File: config.mk
export PLATFORM = sky130hd
export DESIGN_NAME = miriscv_im_loader
export DESIGN_NICKNAME = d
export VERILOG_FILES = /design/src/rtl/miriscv_pkg.sv /design/src/rtl/miriscv_byte_packer.sv /design/src/rtl/miriscv_im_loader.sv
export SDC_FILE = /design/constraint.sdc
export NUM_CORES = 1
export LEC_CHECK = 0
export BUFFER_PORTS_ARGS = -buffer_cell sky130_fd_sc_hd__buf_4
export CAP_MARGIN = 20
export CELL_PAD_IN_SITES_DETAIL_PLACEMENT = 1
export CELL_PAD_IN_SITES_GLOBAL_PLACEMENT = 1
export CORE_ASPECT_RATIO = 0.9
export CORE_MARGIN = 1.5
export CORE_UTILIZATION = 30
export CTS_BUF_LIST = sky130_fd_sc_hd__clkbuf_4
export DETAILED_ROUTE_END_ITERATION = 8
export HOLD_SLACK_MARGIN = 0.12
export PLACE_DENSITY_LB_ADDON = 0.1
export SYNTH_ARGS = -nofsm -noshare
export SYNTH_HDL_FRONTEND = slang
export SYNTH_SLANG_ARGS = --single-unit
export TNS_END_PERCENT = 1
File: constraint.sdc
create_clock -name clk_i -period 2.8 [get_ports clk_i]
set_input_delay 0.42 -clock clk_i [delete_from_list [all_inputs] [get_ports clk_i]]
set_output_delay 0.42 -clock clk_i [all_outputs]
set_load 0.02 [all_outputs]
File: src/rtl/miriscv_pkg.sv
// Shared definitions for the miriscv instruction-memory loader.
// Holds the IM window constants and the loader FSM state encoding.
package miriscv_pkg;

  // Byte address of IM word 0.
  localparam logic [31:0] IM_BASE_ADDR   = 32'h7600_0000;
  // IM capacity in 32-bit words; also the largest accepted image length.
  localparam int unsigned IM_DEPTH_WORDS = 64;

  // Loader session states.
  typedef enum logic [2:0] {
    ST_IDLE  = 3'd0,
    ST_LEN0  = 3'd1,
    ST_LEN1  = 3'd2,
    ST_DATA  = 3'd3,
    ST_WRITE = 3'd4,
    ST_DONE  = 3'd5,
    ST_ERR   = 3'd6
  } loader_state_e;

endpackage

File: src/rtl/miriscv_byte_packer.sv
// Assembles four little-endian stream bytes into one 32-bit word.
// Ports:
//   clk_i, rst_n_i  clock and synchronous active-low reset
//   clr_i           restart assembly at byte 0 (session start)
//   take_i          a stream byte transfers this cycle
//   byte_i          the byte being transferred
//   word_o          word including the byte taken this cycle
//   word_full_o     high when the 4th byte of a word is taken this cycle
module miriscv_byte_packer (
  input  logic        clk_i,
  input  logic        rst_n_i,
  input  logic        clr_i,
  input  logic        take_i,
  input  logic [7:0]  byte_i,
  output logic [31:0] word_o,
  output logic        word_full_o
);

  logic [1:0]  byte_cnt_q, byte_cnt_d;
  logic [31:0] word_q, word_d;

  // Insert the incoming byte at lane byte_cnt; the counter wraps to 0 after lane 3.
  always_comb begin
    byte_cnt_d = byte_cnt_q;
    word_d     = word_q;
    if (clr_i) begin
      byte_cnt_d = 2'd0;
      word_d     = 32'd0;
    end else if (take_i) begin
      word_d[{byte_cnt_q, 3'b000} +: 8] = byte_i;
      byte_cnt_d                        = byte_cnt_q + 2'd1;
    end else begin
      byte_cnt_d = byte_cnt_q;
    end
  end

  // Byte counter and assembly register.
  always_ff @(posedge clk_i) begin
    if (!rst_n_i) begin
      byte_cnt_q <= 2'd0;
      word_q     <= 32'd0;
    end else begin
      byte_cnt_q <= byte_cnt_d;
      word_q     <= word_d;
    end
  end

  // The combinational view lets the loader latch the full word on the 4th byte edge.
  assign word_o      = word_d;
  assign word_full_o = take_i && !clr_i && (byte_cnt_q == 2'd3);

endmodule

File: src/rtl/miriscv_im_loader.sv
// Loads a length-prefixed little-endian byte stream into instruction memory.
// Stream: len[7:0], len[15:8], then 4*len data bytes; one IM write per word.
// Ports:
//   clk_i, rst_n_i     clock and synchronous active-low reset
//   start_i            begin a session (honoured in IDLE/DONE/ERR only)
//   byte_i/_valid_i    stream byte and its valid
//   byte_ready_o       loader accepts a byte (LEN0/LEN1/DATA)
//   we_o/waddr_o/wdata_o  registered IM write port
//   busy_o             session in progress; keeps the core held
//   done_o, err_o      sticky completion / length-error flags
module miriscv_im_loader
  import miriscv_pkg::*;
#(
  parameter logic [31:0] BASE_ADDR   = IM_BASE_ADDR,
  parameter int unsigned DEPTH_WORDS = IM_DEPTH_WORDS
) (
  input  logic        clk_i,
  input  logic        rst_n_i,
  input  logic        start_i,
  input  logic [7:0]  byte_i,
  input  logic        byte_valid_i,
  output logic        byte_ready_o,
  output logic        we_o,
  output logic [31:0] waddr_o,
  output logic [31:0] wdata_o,
  output logic        busy_o,
  output logic        done_o,
  output logic        err_o
);

  localparam int unsigned IDX_W     = $clog2(DEPTH_WORDS) + 1;
  localparam logic [15:0] DEPTH_LEN = 16'(DEPTH_WORDS);

  loader_state_e state_q, state_d;
  logic [15:0]      len_q, len_d;
  logic [IDX_W-1:0] word_idx_q, word_idx_d;
  logic [31:0]      waddr_q, waddr_d, wdata_q, wdata_d;
  logic             ready_q, ready_d, we_q, we_d;
  logic             busy_q, busy_d, done_q, done_d, err_q, err_d;

  logic        xfer_s;
  logic        pk_clr_s, pk_take_s, pk_full_s;
  logic [31:0] pk_word_s;
  logic [15:0] len_full_s;

  assign xfer_s     = byte_valid_i && ready_q;
  assign len_full_s = {byte_i, len_q[7:0]};
  assign pk_take_s  = (state_q == ST_DATA) && xfer_s;

  miriscv_byte_packer u_packer (
    .clk_i       (clk_i),
    .rst_n_i     (rst_n_i),
    .clr_i       (pk_clr_s),
    .take_i      (pk_take_s),
    .byte_i      (byte_i),
    .word_o      (pk_word_s),
    .word_full_o (pk_full_s)
  );

  // Next-state logic; outputs are registered from the next state so they line up with it.
  always_comb begin
    state_d    = state_q;
    len_d      = len_q;
    word_idx_d = word_idx_q;
    waddr_d    = waddr_q;
    wdata_d    = wdata_q;
    pk_clr_s   = 1'b0;
    case (state_q)
      ST_IDLE, ST_DONE, ST_ERR: begin
        if (start_i) begin
          state_d = ST_LEN0;
        end else begin
          state_d = state_q;
        end
      end
      ST_LEN0: begin
        if (xfer_s) begin
          len_d[7:0] = byte_i;
          state_d    = ST_LEN1;
        end else begin
          state_d = ST_LEN0;
        end
      end
      ST_LEN1: begin
        if (xfer_s) begin
          len_d      = len_full_s;
          word_idx_d = '0;
          pk_clr_s   = 1'b1;
          if (len_full_s == 16'd0) begin
            state_d = ST_DONE;
          end else if (len_full_s > DEPTH_LEN) begin
            state_d = ST_ERR;
          end else begin
            state_d = ST_DATA;
          end
        end else begin
          state_d = ST_LEN1;
        end
      end
      ST_DATA: begin
        if (pk_full_s) begin
          state_d = ST_WRITE;
          waddr_d = BASE_ADDR + 32'({word_idx_q, 2'b00});
          wdata_d = pk_word_s;
        end else begin
          state_d = ST_DATA;
        end
      end
      ST_WRITE: begin
        word_idx_d = word_idx_q + 1'b1;
        if ((16'(word_idx_q) + 16'd1) == len_q) begin
          state_d = ST_DONE;
        end else begin
          state_d = ST_DATA;
        end
      end
      default: begin
        state_d = ST_IDLE;
      end
    endcase

    ready_d = (state_d == ST_LEN0) || (state_d == ST_LEN1) || (state_d == ST_DATA);
    busy_d  = ready_d || (state_d == ST_WRITE);
    we_d    = (state_d == ST_WRITE);
    done_d  = (state_d == ST_DONE);
    err_d   = (state_d == ST_ERR);
  end

  // State and registered outputs.
  always_ff @(posedge clk_i) begin
    if (!rst_n_i) begin
      state_q    <= ST_IDLE;
      len_q      <= 16'd0;
      word_idx_q <= '0;
      waddr_q    <= BASE_ADDR;
      wdata_q    <= 32'd0;
      ready_q    <= 1'b0;
      we_q       <= 1'b0;
      busy_q     <= 1'b0;
      done_q     <= 1'b0;
      err_q      <= 1'b0;
    end else begin
      state_q    <= state_d;
      len_q      <= len_d;
      word_idx_q <= word_idx_d;
      waddr_q    <= waddr_d;
      wdata_q    <= wdata_d;
      ready_q    <= ready_d;
      we_q       <= we_d;
      busy_q     <= busy_d;
      done_q     <= done_d;
      err_q      <= err_d;
    end
  end

  assign byte_ready_o = ready_q;
  assign we_o         = we_q;
  assign waddr_o      = waddr_q;
  assign wdata_o      = wdata_q;
  assign busy_o       = busy_q;
  assign done_o       = done_q;
  assign err_o        = err_q;

endmodule

==> flow_summary.toml <==
[worst_setup_path]
reg2reg_to = "byte_ready_o"
r2r_slack_ns = 0.31
r2r-start = "word_idx_q[0]"
arrival_ns = 2.88
end_kind = "flip-flop"
critical_path.max_fanout = 7
crit_path_start_kind = "flip-flop"
worstSetupEndpoint = "byte_ready_o"
criticalPathCategory = "reg2reg"
path_buf_inv = 0
slowest_delay_ns = 0.49
worst-path-stages = 7
r2r_cells = 7
worstPathRequired_ns = 3.19
cp_top_family = "simple AND/OR/NAND/NOR gates"
cp_cell_sequence = "ha_1 -> nand3_4 -> o21a_1 -> or4_4 -> a2111oi_4 -> a21oi_2 -> and3_2"
crit_path_start = "word_idx_q[0]"
slowest_stage = "or4_4"

[detailed_routing]
vias = 3460
routed_wl_microns = 10800
postRouteAntennaNets = 0
drc_errors = 0
drt_iter0_drc = 130
first_pass_iters = 4
wl_per_cell_microns = 15.1
detail_route.vias_per_cell = 4.83

[grt]
grt_start_max_net_pins = 32
grt_pass1_wl_microns = 17500
grt_use_total_pct = 15.7
use_met3_pct = 4.11
antenna_found_initial = 0
use_met1_pct = 20.0
grt_overflow_total = 0
grt_pass1_vias = 3370
grt_use_met2_pct = 25.6
top_usage_layer = "met2"

[yosys]
synth_mux_area_share_pct = 2.44
synth_cell_types = 48
yosysTopAreaCellShare_pct = 46.3
synth_area_sq_um = 4150
yosysMostFrequentCell = "nor2_1"
synth_seq_cells = 96
syn_inst = 507
synth_compound_area_share_pct = 16.2
synthTopCellsByCount = "101 x nor2_1, 96 x dfxtp_1, 73 x nand2_1"
synth_seq_area_share_pct = 46.3
ys_warn_count = 0
synth.avg_cell_area_sq_um = 8.19
synth_xor_xnor_area_share_pct = 2.11
yosys.area_share.simple_pct = 22.5
synthTopCellsByArea = "dfxtp_1 46%, nor2_1 9.1%, nand2_1 6.6%"
async_flop_share_pct = 0
synth-edff-count = 0
ys_dominant_reg_cell = "dfxtp_1"
synth_top_area_cell = "dfxtp_1"
synth_top_family_by_area = "simple AND/OR/NAND/NOR gates"
synth_adder_area_share_pct = 1.81

[sta]
setup_viol = 0
holdWs_ns = 0.241
fin_skew_ns = 0.0247
drv_slew = 0
relSlewSlack_pct = 45.8
tightest_slew_ns = 0.808
hold_viol = 0
grt_setup_unrepaired = "no"
finalCritPeriodShare_pct = 89.0
min_period_ns = 2.49
finalSetupTns_ns = 0
max_freq_mhz = 401

[clocking]
postCtsResizedCells = 0
cts_buffer_depth = 2
cts-buffers-inserted = 9
tritoncts = "yes"
htree_levels = 3
holdBufCountCts = 0
clock-root-buffer = "clkbuf_4"
clkLatencyLatePin_ns = 0.48
post_cts_buffers = 0
path_clk_slew_ns = 0.15
cts.sinks = 96

[placed_design]
dp.cells = 701
gp_congestion = 0.780
portBuffers = 55
dp_hpwl_microns = 7740

[floorplanning]
die_x_microns = 127
coreArea_sq_um = 13400
initial_core_util_pct = 31.0
ios = 81
num_rows = 40
dieHeight_microns = 115
die_area_sq_um = 14600

[cells_and_area]
multi_input_area_sq_um = 1970
fillers = 1617
regArea_sq_um = 1920
stdcell_count = 717
layout.nets = 562
drive_gt1_share_pct = 16.4
num_antenna_cells = 0
syn2layout_area_growth_pct = 15.3

[pwr]
power_w = 0.00249
power.leakage_nw = 1.78
power_density_nw_per_um2 = 520
ir_worst_vdd_uv = 253

[min_path]
hold_start = "byte_i[6]"
hp-class = "in2reg"

[job]
maxCapViolCount = 0

[outcome]
status = "completed"
[routing by layer]
metal  wire length, microns  part of all wire [%]
met5                      0                     0
met4                    189                   1.7
met3                    398                   3.7
met2                   5010                    46
met1                   5250                    48
[worst reg2reg max path, delay by kind of cell, from the launching register on]
family	cells	cell delay [ns]
AND/OR/NAND/NOR	3	0.84
flip-flops	1	0.47
AO/OA/AOI/OAI	3	0.77
adder cells (fa/ha/maj)	1	0.34
[flip-flops by register name, indices dropped and copies added, names as in the netlist]
| name | count |
|---|---|
| len_q | 16 |
| waddr_o | 7 |
| busy_o | 1 |
| u_packer.byte_cnt_q | 2 |
| done_o | 1 |
| err_o | 1 |
| wdata_o | 32 |
| word_idx_q | 7 |
| we_o | 1 |
| u_packer.word_q | 24 |
| byte_ready_o | 1 |
| state_q | 3 |
[how the worst min path moves through the flow]
stage                  to  slack [ns]  cells after the start
5_1_grt         len_q[14]        0.19                      3
6_report        len_q[14]        0.24                      3
3_3_place_gp   waddr_o[5]        0.44                      2
4_1_cts         len_q[13]        0.20                      3
2_1_floorplan   len_q[12]        0.44                      2
3_5_place_dp   waddr_o[6]        0.45                      2
[stage by stage]
step | utilization (%) | area [sq um] | setup slack, ns
finish | 35.7 | 4780 | 0.307
global route | 35.7 | 4780 | 0.116
CTS | 35.7 | 4780 | 0.283
detailed placement | 34.3 | 4600 | 0.300
global placement | 34.3 | 4600 | 0.357
floorplan | - | 4240 | 0.487
[placed cells by master (no fill, tap or decap), types with 3 or more instances in the layout]
master     Yosys  routed
a21oi_1       48      48
dfxtp_1       96      96
buf_4         25      64
inv_1          6       6
nand2_1       73      73
bufinv_16      0       3
xor2_1         3       3
nor4_1         5       5
nand3_1        4       4
o21ai_0        7       7
a211oi_1      25      25
nor3_1         8       8
a32o_1         8       8
nand2b_1       6       6
mux2i_1        9       9
clkbuf_4       0      10
nor2_1       101     101
o21a_1         3       3
xnor2_1        7       7
ha_1           6       6
conb_1         2      25
[report_power, final]
| group | switching, W | total, W | internal (W) |
|---|---|---|---|
| registers | 0.0000127 | 0.00139 | 0.00138 |
| clock network | 0.000471 | 0.000930 | 0.000459 |
| logic | 0.000118 | 0.000167 | 0.0000495 |
| total | 0.000602 | 0.00249 | 0.00189 |
[area by class of cell]
| cell class | instances | share of cell area [%] |
|---|---|---|
| Clock buffer | 10 | 1.57 |
| Clock inverter | 6 | 2.25 |
| Inverter | 6 | 0.471 |
| Multi-Input combinational cell | 367 | 41.1 |
| Sequential cell | 96 | 40.2 |
| Tap cell | 168 | 4.39 |
| Timing Repair Buffer | 64 | 10.0 |
[cell families (layout without fill, tap and decap cells)]
family                     count (synthesis)  count (layout)
and+or+nand+nor                          215             215
AOI/OAI and AO/OA                        101             101
DFF                                       96              96
buffers and inverters                     67              86
xor gates and xnor gates                  10              10
muxes                                     10              10
adders and majority gates                  6               6
other                                      2              25
Note: power is estimated with default switching activity, not from simulation.
